--- config.mk ---
export PLATFORM = sky130hd
export DESIGN_NAME = lock_pump_sequencer
export DESIGN_NICKNAME = d
export VERILOG_FILES = /design/src/rtl/lock_pump_sequencer.sv
export SDC_FILE = /design/constraint.sdc
export NUM_CORES = 1
export LEC_CHECK = 0
export BUFFER_PORTS_ARGS = -buffer_cell sky130_fd_sc_hd__buf_2
export CAP_MARGIN = 20
export CELL_PAD_IN_SITES_DETAIL_PLACEMENT = 1
export CELL_PAD_IN_SITES_GLOBAL_PLACEMENT = 1
export CORE_MARGIN = 2
export CORE_UTILIZATION = 33
export DETAILED_ROUTE_END_ITERATION = 12
export PLACE_DENSITY = 0.86
export SKIP_CTS_REPAIR_TIMING = 1
export SYNTH_ARGS = -nofsm -noshare
export SYNTH_HDL_FRONTEND = slang
export SYNTH_SLANG_ARGS = --single-unit
--- constraint.sdc ---
create_clock -name clk -period 2.6 [get_ports clk]
set_input_delay 0.26 -clock clk [delete_from_list [all_inputs] [get_ports clk]]
set_output_delay 0.26 -clock clk [all_outputs]
set_load 0.1 [all_outputs]
--- src/rtl/lock_pump_sequencer.sv ---
// Lock pump controller: turns a fill/drain request into rate-limited inc/dec
// pulses until the water level sits in the target door's openable band.
module lock_pump_sequencer #(
    parameter int unsigned INNER         = 5600,
    parameter int unsigned OUTER         = 2800,
    parameter int unsigned TOLERANCE     = 168,
    parameter int unsigned PUMP_PERIOD   = 2,
    parameter int unsigned SETTLE_CYCLES = 3,
    parameter int unsigned MAX_PULSES    = 12
) (
    input  logic        clk,
    input  logic        reset,
    input  logic        i_req_fill,
    input  logic        i_req_drain,
    input  logic        i_abort,
    input  logic        i_doors_closed,
    input  logic [31:0] i_water_level,
    output logic        o_inc_pulse,
    output logic        o_dec_pulse,
    output logic        o_busy,
    output logic        o_done,
    output logic        o_fault,
    output logic [2:0]  o_state,
    output logic [7:0]  o_pulse_count
);

    localparam int PH_W = (PUMP_PERIOD > 2) ? $clog2(PUMP_PERIOD) : 1;
    localparam int ST_W = (SETTLE_CYCLES > 2) ? $clog2(SETTLE_CYCLES) : 1;
    localparam logic [31:0] INNER_LO = 32'(INNER - TOLERANCE);
    localparam logic [31:0] OUTER_HI = 32'(OUTER + TOLERANCE);

    typedef enum logic [2:0] {
        S_IDLE   = 3'd0,
        S_FILL   = 3'd1,
        S_DRAIN  = 3'd2,
        S_SETTLE = 3'd3,
        S_DONE   = 3'd4,
        S_FAULT  = 3'd5
    } state_t;

    state_t          r_state, w_state_nxt;
    logic [PH_W-1:0] r_phase, w_phase_nxt;
    logic [ST_W-1:0] r_settle, w_settle_nxt;
    logic [7:0]      r_pcount, w_pcount_nxt;
    logic            r_from_fill, w_from_fill_nxt;
    logic            w_inc, w_dec;
    logic            w_at_inner, w_at_outer, w_target;

    assign w_at_inner = i_water_level > INNER_LO;
    assign w_at_outer = i_water_level < OUTER_HI;
    // SETTLE needs to know which band it is holding, so the direction is remembered.
    assign w_target   = r_from_fill ? w_at_inner : w_at_outer;

    always_ff @(posedge clk) begin
        if (reset) begin
            r_state     <= S_IDLE;
            r_phase     <= '0;
            r_settle    <= '0;
            r_pcount    <= '0;
            r_from_fill <= 1'b0;
        end else begin
            r_state     <= w_state_nxt;
            r_phase     <= w_phase_nxt;
            r_settle    <= w_settle_nxt;
            r_pcount    <= w_pcount_nxt;
            r_from_fill <= w_from_fill_nxt;
        end
    end

    always_comb begin
        w_state_nxt     = r_state;
        w_phase_nxt     = r_phase;
        w_settle_nxt    = r_settle;
        w_pcount_nxt    = r_pcount;
        w_from_fill_nxt = r_from_fill;
        w_inc           = 1'b0;
        w_dec           = 1'b0;
        case (r_state)
            S_IDLE: begin
                if ((i_req_fill ^ i_req_drain) && i_doors_closed) begin
                    w_from_fill_nxt = i_req_fill;
                    w_pcount_nxt    = '0;
                    w_phase_nxt     = '0;
                    if (i_req_fill)
                        w_state_nxt = w_at_inner ? S_DONE : S_FILL;
                    else
                        w_state_nxt = w_at_outer ? S_DONE : S_DRAIN;
                end
            end
            S_FILL, S_DRAIN: begin
                if (i_abort) begin
                    w_state_nxt = S_IDLE;
                end else if (!i_doors_closed) begin
                    w_state_nxt = S_FAULT;
                end else if (w_target) begin
                    w_state_nxt  = S_SETTLE;
                    w_settle_nxt = '0;
                end else if (r_pcount == 8'(MAX_PULSES)) begin
                    w_state_nxt = S_FAULT;
                end else if (r_phase == PH_W'(PUMP_PERIOD - 1)) begin
                    w_inc       = (r_state == S_FILL);
                    w_dec       = (r_state == S_DRAIN);
                    w_phase_nxt = '0;
                    if (r_pcount != 8'hFF)
                        w_pcount_nxt = r_pcount + 8'd1;
                end else begin
                    w_phase_nxt = r_phase + PH_W'(1);
                end
            end
            S_SETTLE: begin
                if (i_abort) begin
                    w_state_nxt = S_IDLE;
                end else if (!i_doors_closed) begin
                    w_state_nxt = S_FAULT;
                end else if (!w_target) begin
                    // Band slipped away: resume pumping, keep the pulse tally.
                    w_state_nxt = r_from_fill ? S_FILL : S_DRAIN;
                    w_phase_nxt = '0;
                end else if (r_settle == ST_W'(SETTLE_CYCLES - 1)) begin
                    w_state_nxt = S_DONE;
                end else begin
                    w_settle_nxt = r_settle + ST_W'(1);
                end
            end
            S_DONE:  w_state_nxt = S_IDLE;
            S_FAULT: if (i_abort) w_state_nxt = S_IDLE;
            default: w_state_nxt = S_IDLE;
        endcase
    end

    assign o_inc_pulse   = w_inc;
    assign o_dec_pulse   = w_dec;
    assign o_busy        = (r_state == S_FILL) || (r_state == S_DRAIN) || (r_state == S_SETTLE);
    assign o_done        = (r_state == S_DONE);
    assign o_fault       = (r_state == S_FAULT);
    assign o_state       = r_state;
    assign o_pulse_count = r_pcount;

endmodule

# Yosys cells after proc, flatten, opt, wreduce, memory -nomap -nowiden
# Index checks and enable logic that the tools add are counted.
[word_totals]
ff_bits = 15
out_inout_bits = 16
word_cells = 102
[op_classes]
add_sub_neg = 3
magnitude_cmp = 2
eq_ne = 24
n_mux = 54
bitwise_logic = 1
n_reduce_logical = 13
[op_table]
columns = ["operator", "count"]
rows = [
  ["8-bit two-way mux", 7],
  ["3-bit two-way mux", 13],
  ["32-bit by 13-bit > comparator with 1-bit output, second input constant", 1],
  ["32-bit by 12-bit less-than comparator with 1-bit output, second input constant", 1],
  ["2-bit != test, second input constant", 14],
  ["1-bit two-way mux", 22],
  ["2-bit two-way mux", 8],
  ["8-bit case mux with 2 select lines", 1],
  ["8-bit AND reduction", 2],
  ["3-bit case mux with 4 select lines", 1],
  ["5-bit != test, second input constant", 2],
  ["9-bit AND reduction", 1],
  ["8-bit by 1-bit adder with 8-bit output, second input constant", 1],
  ["8-bit by 4-bit equality test with 1-bit output, second input constant", 1],
  ["8-bit != test, second input constant", 1],
  ["3-bit by 2-bit equality test with 1-bit output, second input constant", 2],
  ["3-bit equality test, second input constant", 2],
  ["2-bit case mux with 2 select lines", 1],
  ["4-bit AND reduction", 1],
  ["2-bit nonzero test", 2],
  ["3-bit by 1-bit equality test with 1-bit output, second input constant", 1],
  ["3-bit zero test", 1],
  ["1-bit case mux with 3 select lines", 1],
  ["3-bit nonzero test", 1],
  ["other kinds (8)", 9],
]

# Longest topological paths before layout
# Gate-level depths: netlist of the first run.
[logic_depth]
depth_word = 8
depth_mapped = 10
depth_no_buf = 9

# Worst setup path after synthesis of the first run
# No wires, ideal clock.
[synth_timing]
path_type = "reg2out"
from = "register r_pcount[0] (netlist: o_pulse_count[0])"
to = "output o_dec_pulse"
arrival_time_ps = 3446
t_required_ps = 2340
slack_ps = -1106
stages_incl_launch_ff = 8
path_buffers = 1
cell_sequence = "dfxtp_1 inv_1 ha_1 nand4b_1 or4_1 buf_2 or3b_2 nor2_1"
[synth_between]
elab_chain_len = 6
[synth_lines]
columns = ["element", "line_no", "text"]
rows = [
  ["from (decl)", "44", "logic [7:0] r_pcount, w_pcount_nxt;"],
  ["from (signal assigned)", "65", "r_pcount <= w_pcount_nxt;"],
  ["8-bit by 4-bit equality test with 1-bit output", "98", "end else if (r_pcount == 8'(MAX_PULSES)) begin"],
  ["1-bit two-way mux", "98", ""],
  ["1-bit two-way mux", "95", "end else if (w_target) begin"],
  ["1-bit two-way mux", "93", "end else if (!i_doors_closed) begin"],
  ["1-bit two-way mux", "91", "if (i_abort) begin"],
  ["1-bit two-way mux", "78", "case (r_state)"],
  ["to (decl)", "19", "output logic o_dec_pulse,"],
]
# Every way passes these cells.

# Worst setup path after layout of the first run
[layout_timing]
from = "register r_pcount[0] (netlist: o_pulse_count[0])"
to = "register r_pcount[7] (netlist: o_pulse_count[7])"
[layout_between]
elab_chain_len = 8
word_cells_on_any_way = 13
classes_between = "add/sub: 1; eq/ne: 4; mux: 7; reduce/logical: 1"
[layout_lines]
columns = ["element", "line_no", "text"]
rows = [
  ["8-bit by 1-bit adder with 8-bit output", "105", "w_pcount_nxt = r_pcount + 8'd1;"],
  ["8-bit two-way mux", "104", "if (r_pcount != 8'hFF)"],
  ["8-bit two-way mux", "100", "end else if (r_phase == PH_W'(PUMP_PERIOD - 1)) begin"],
  ["8-bit two-way mux", "98", ""],
  ["8-bit two-way mux", "95", ""],
  ["8-bit two-way mux", "93", ""],
  ["8-bit two-way mux", "91", ""],
  ["8-bit case mux with 2 select lines", "78", ""],
]
# Several ways; a longest one is shown, not always the timed one. The select of a mux whose other input is x is not followed.
# A chain may end at the register's enable or synchronous reset.

==> summary.txt, run 1 <==
CTS
  • Clock root cell: clkbuf_8
  • Clk_lat worst skew: 0.27 ns
  • Clock buffer depth: 2
  • Clk sinks: 15
  • H-tree depth: 1
  • Clock transition at the registers of the reported paths: 0.07 ns
  • CTS tree: done
  • Num CTS Buffers: 3

Logic synthesis
  • Syn Inst Count: 177
  • Yosys top cell area share: 0.2303
  • Count of flip-flops with a built-in enable after synthesis: 0
  • Syn Std Cell Area: 1304 µm²
  • Yosys reg bits: 15
  • Top post-synthesis cells by area: dfxtp_1 23%, nor2_1 5.2%, a21oi_1 4.2%, nor3_1 3.8%, o21ai_0 3.8%
  • Synth async-reset ratio: 0
  • Post-synth top cells: 18 x nor2_1, 15 x dfxtp_1, 11 x a21oi_1
  • Warnings, synthesis: 0
  • Syn Area/Cell: 7.366 µm²
  • Ys flop type: dfxtp_1
  • Post-synth cell types: 54
  • Syn Nets: 218
  • Part of the Yosys area used for sequential elements: 0.2303
  • Most common cell in the netlist: nor2_1
  • Area leader, netlist: dfxtp_1

Setup path
  • CP Max Fanout: 5
  • Worst EP required: 2.79 ns
  • Kind of start point of the critical path: flop
  • Critical-path top delay cell: or4_1
  • Cells along the critical path: ha_1, and3_1, nand3_1, o21ai_1, maj3_1, a211o_1, or4_1, a21boi_1
  • CP Capture Type: flop
  • Crit. path cell count: 8
  • R2R depth: 8
  • WS Path Type: reg2reg
  • Worst path top cell family by delay: simple AND/OR/NAND/NOR gates
  • Critical path arrival: 2.65 ns
  • Worst path bufs/invs: 0
  • Crit-path max cell delay: 0.51 ns

Place
  • Dpl hpwl: 3566 µm
  • Port buffer count: 53
  • Placed Cells: 280
  • Placer Congestion: 0.8404
  • Area after DPL: 1738 µm²
  • Post-Place Setup Slack: 0.1331 ns

Pwr
  • P_leak: 0.7044 nW
  • PwrDens: 455.8 nW/µm²
  • Final Power: 0.8177 mW
  • Maximum vdd drop: 328.4 µV

STA
  • RSZ-0062 raised after global routing: no
  • Relative slew margins: 0.5284
  • Tmin final: 2.462 ns
  • Max-slew violation count: 0
  • Final period util: 0.9470
  • Maximum clock frequency: 406.1 MHz
  • Final Skew: 0.003697 ns
  • Hold violation count in the final report: 0
  • # setup viols final: 0
  • Hold Worst Slack: 0.3614 ns
  • Worst Max-Slew Pin Slew: 0.7074 ns
  • Fin Setup TNS: 0 ns
  • Final WS setup: 0.1378 ns

GRT
  • Vias in the first global route: 1625
  • Gr usage total: 0.2157
  • Overflow after GRT: 0
  • Initial antenna violation count: 0
  • First-pass GRT wire length: 7389 µm
  • Pin count of the biggest net entering global routing: 16

Die
  • Height of the die: 66.86 µm
  • Die W: 66.86 µm
  • Core Area: 3716 µm²
  • Io pins: 54
  • Number of cell rows: 22
  • Die ar.: 4470 µm²
  • Initial core utilization: 0.3508

Detailed routing
  • Metal-1 WL: 1958 µm
  • Vias/cell: 5.662
  • Uppermost layer routed: met4
  • Via total after detailed routing: 1608
  • TritonRoute pass-1 iters: 4
  • 1st-iter DRT viols: 107
  • Routed Antenna Nets: 0
  • Drt total wl: 4432 µm
  • Routed wl met3: 170 µm
  • WL/cell: 15.61 µm
  • DRC: 0
  • Met2 WL post-DR: 2287 µm

Cells and area
  • Finished Core Util: 0.4828
  • Synthesis-to-finish area growth: 37.62%
  • Final nets: 278
  • Share of layout cells above drive strength 1: 0.3856
  • Non-filler cells, final: 284
  • Final Cell Area: 1794 µm²
  • Diodes inserted: 0

Status
  • Status: complete, no violations

Job
  • Max-cap violations: 0

Hold path
  • Hold crit path type: in2reg
  • Worst Hold Path Cells: 2
==> flip-flops by register name, indices dropped and copies added, names as in the netlist <==
signal and flops:
o_pulse_count 8, r_from_fill 1, r_settle 2, o_state 3
r_phase 1
==> path summary, 6_finish.rpt <==
kind | slack [ns] | startpoint | to
worst max-delay path | 0.14 | o_pulse_count[0] | o_pulse_count[7]
worst min-delay path | 0.36 | reset | o_pulse_count[1]
worst max register to register | 0.14 | o_pulse_count[0] | o_pulse_count[7]
worst min register to register | 0.46 | r_settle[1] | r_settle[1]
==> per-layer routing <==
| layer | vias up | global-route usage |
|---|---|---|
| li1 | 806 | - |
| met1 | 770 | 0.2569 |
| met2 | 30 | 0.3925 |
| met3 | 2 | 0.04899 |
| met5 | - | 0 |
| met4 | 0 | 0.04337 |
==> area by class of cell <==
type / count / area (µm²)
fill: 497 / 1922
clock inverter: 1 / 5.005
inverter: 8 / 30.03
sequential: 15 / 319.1
clock buffer: 3 / 41.29
multi-input combinational: 148 / 983.4
timing repair buffer: 61 / 355.3
tap: 48 / 60.06
==> power by group <==
group	internal (mW)	switching, mW
registers	0.238	0.0230
logic	0.118	0.232
clock network	0.107	0.0993
==> cell families after synthesis <==
group                      count (synthesis)  share of synthesized area
AOI/OAI and AO/OA                         59                     0.3196
muxes                                      2                    0.01536
buffers and inverters                     14                    0.04127
xor gates and xnor gates                   1                   0.006719
adders and majority gates                  4                    0.03647
DFF                                       15                     0.2303
and+or+nand+nor                           82                     0.3503
==> cells in the final DEF, fill, tap and decap left out, types with 2 or more instances in the layout <==
master,synthesis,layout
mux2i_1,2,2
a21oi_1,11,11
nand2b_1,5,5
buf_4,0,8
dfxtp_4,0,2
nor2b_1,3,3
buf_12,0,2
ha_1,3,3
inv_1,8,8
buf_2,1,51
nand3_1,6,6
a31oi_1,7,7
a211oi_1,5,5
a311oi_1,4,4
o21a_1,3,3
nor2_1,18,15
dfxtp_1,15,4
nor4_1,4,3
a21o_1,2,2
nand4b_1,2,2
or3_1,4,4
clkbuf_8,0,3
nor3_1,10,10
nand2_1,10,10
and3_1,2,2
nand3b_1,2,2
o21ai_0,10,10
nand4_1,4,4
nor2_4,0,3
and2_1,2,2
nor4_2,1,2
dfxtp_2,0,9
No activity file was read; power rests on OpenSTA's default activity.
==> run 2, diff against run 1 <==
PLACE_DENSITY = not set   (was 0.86)
PLACE_DENSITY_LB_ADDON = 0.3   (was not set)
==> run 2 against run 1 <==
Effect of this change:
- worst hold slack gained 0.0025 ns
- first-iteration DRC count decreased by 52%
- highest routed layer unchanged
- sequential power about the same
- global-route usage grew 0.36 points
- register-to-register slack better by 0.05 ns
==> summary.txt, run 2 (synthesis gave the netlist of run 1 again) <==
STA
  • # setup viols final: 0 (unchanged)
  • Max-slew violation count: 0 (unchanged)
  • Hold Worst Slack: 0.3639 ns (was 0.3614 ns)
  • Relative slew margins: 0.5301 (was 0.5284)
  • Worst Max-Slew Pin Slew: 0.7049 ns (was 0.7074 ns)
  • Tmin final: 2.491 ns (was 2.462 ns)
  • Final period util: 0.9580 (was 0.9470)
  • Final WS setup: 0.1091 ns (was 0.1378 ns)
  • Hold violation count in the final report: 0 (unchanged)
  • RSZ-0062 raised after global routing: no (unchanged)
  • Final Skew: 0.002365 ns (was 0.003697 ns)
  • Maximum clock frequency: 401.5 MHz (was 406.1 MHz)
  • Fin Setup TNS: 0 ns (unchanged)

GRT
  • Initial antenna violation count: 0 (unchanged)
  • Vias in the first global route: 1630 (was 1625)
  • Pin count of the biggest net entering global routing: 16 (unchanged)
  • Overflow after GRT: 0 (unchanged)
  • First-pass GRT wire length: 7645 µm (was 7389 µm)
  • Gr usage total: 0.2193 (was 0.2157)

Die
  • Io pins: 54 (unchanged)
  • Die ar.: 4470 µm² (unchanged)
  • Core Area: 3716 µm² (unchanged)
  • Initial core utilization: 0.3508 (unchanged)
  • Die W: 66.86 µm (unchanged)
  • Number of cell rows: 22 (unchanged)
  • Height of the die: 66.86 µm (unchanged)

Setup path
  • Worst path top cell family by delay: simple AND/OR/NAND/NOR gates (unchanged)
  • Kind of start point of the critical path: input pin (was flop)
  • R2R Setup Slk: 0.19 ns (was 0.14 ns)
  • Crit-path max cell delay: 0.53 ns (was 0.51 ns)
  • Cells along the critical path: buf_2, nor4_1, nand4_1, nor3_2, a21oi_4, or3b_2, nor2_4, buf_12 (was ha_1, and3_1, nand3_1, o21ai_1, maj3_1, a211o_1, or4_1, a21boi_1)
  • CP Max Fanout: 7 (was 5)
  • Critical-path top delay cell: or3b_2 (was or4_1)
  • WS Path Type: in2out (was reg2reg)
  • Critical path arrival: 2.23 ns (was 2.65 ns)
  • CP Capture Type: primary output (was flop)
  • Worst EP required: 2.34 ns (was 2.79 ns)
  • Worst path bufs/invs: 2 (was 0)

CTS
  • Clock root cell: clkbuf_8 (unchanged)
  • Clk_lat worst skew: 0.25 ns (was 0.27 ns)
  • H-tree depth: 1 (unchanged)
  • Clock buffer depth: 2 (unchanged)
  • CTS tree: done (unchanged)
  • Clk sinks: 15 (unchanged)
  • Clock transition at the registers of the reported paths: 0.06 ns (was 0.07 ns)
  • Num CTS Buffers: 3 (unchanged)

Cells and area
  • # fillers: 478 (was 497)
  • Finished Core Util: 0.4785 (was 0.4828)
  • Synthesis-to-finish area growth: 36.37% (was 37.62%)
  • Non-filler cells, final: 282 (was 284)
  • Final nets: 276 (was 278)
  • Share of layout cells above drive strength 1: 0.3803 (was 0.3856)
  • Register area: 319.1 µm² (unchanged)
  • Final Cell Area: 1778 µm² (was 1794 µm²)
  • Diodes inserted: 0 (unchanged)
  • Commonest non-fill, non-tap cell in the layout: buf_2 (unchanged)
  • Multi-input logic area: 982.2 µm² (was 983.4 µm²)
  • Commonest non-fill, non-tap cells in the layout: 51 x buf_2, 14 x nor2_1, 11 x a21oi_1 (was 51 x buf_2, 15 x nor2_1, 11 x a21oi_1)
  • Max FFs per register: 8 (unchanged)

Detailed routing
  • Routed Antenna Nets: 0 (unchanged)
  • TritonRoute pass-1 iters: 4 (unchanged)
  • Met2 WL post-DR: 2085 µm (was 2287 µm)
  • Via total after detailed routing: 1587 (was 1608)
  • DRC: 0 (unchanged)
  • Uppermost layer routed: met4 (unchanged)
  • Routed wl met3: 130 µm (was 170 µm)
  • Metal-1 WL: 2157 µm (was 1958 µm)
  • Vias/cell: 5.628 (was 5.662)
  • WL/cell: 15.65 µm (was 15.61 µm)
  • Drt total wl: 4413 µm (was 4432 µm)
  • 1st-iter DRT viols: 51 (was 107)

Place
  • Port buffer count: 53 (unchanged)
  • Placed Cells: 278 (was 280)
  • Area after DPL: 1723 µm² (was 1738 µm²)
  • Placer Congestion: 0.8277 (was 0.8404)
  • Dpl hpwl: 3378 µm (was 3566 µm)
  • Post-Place Setup Slack: 0.1242 ns (was 0.1331 ns)

Hold path
  • Hold crit path type: in2reg (unchanged)

Status
  • Status: complete, no violations (unchanged)

Job
  • Max-cap violations: 0 (unchanged)

Pwr
  • P_leak: 0.6921 nW (was 0.7044 nW)
  • Final Power: 0.8039 mW (was 0.8177 mW)
  • PwrDens: 452.1 nW/µm² (was 455.8 nW/µm²)
  • Maximum vdd drop: 221.2 µV (was 328.4 µV)
[run 2: layer usage]
layer,track usage,up-vias
met3,0.03716,6
met1,0.2920,748
met4,0.05867,0
met2,0.3638,30
li1,-,803
met5,0,-
[run 2: cell type report]
| class | count | area share |
|---|---|---|
| inverters | 8 | 0.01689 |
| flip-flops and latches | 15 | 0.1795 |
| repair buffers | 59 | 0.1914 |
| multi-input cells | 148 | 0.5524 |
| well taps | 48 | 0.03378 |
| clock inverters | 1 | 0.002815 |
| clock buffers | 3 | 0.02322 |
[run 2: final timing paths]
path / to / from / cells past startpoint
setup reg to reg: o_pulse_count[7] / o_pulse_count[0] / 9
hold reg to reg: r_settle[1] / r_settle[1] / 2
setup / recovery: o_dec_pulse / i_water_level[22] / 8
hold / removal: o_state[0] / reset / 2
[run 2: power by group]
part / leakage [nW] / internal (mW) / switching (mW)
sequential: 0.127 / 0.239 / 0.0226
clock: 0.0255 / 0.106 / 0.0899
combinational: 0.539 / 0.114 / 0.232
[run 2: worst register-to-register path: cells and delay by family, from the launching register on]
kind	cells	cell delay, ns
and+or+nand+nor	3	0.78
adders and majority gates	2	0.60
AOI/OAI and AO/OA	3	0.50
DFF	1	0.37
buffers and inverters	1	0.07
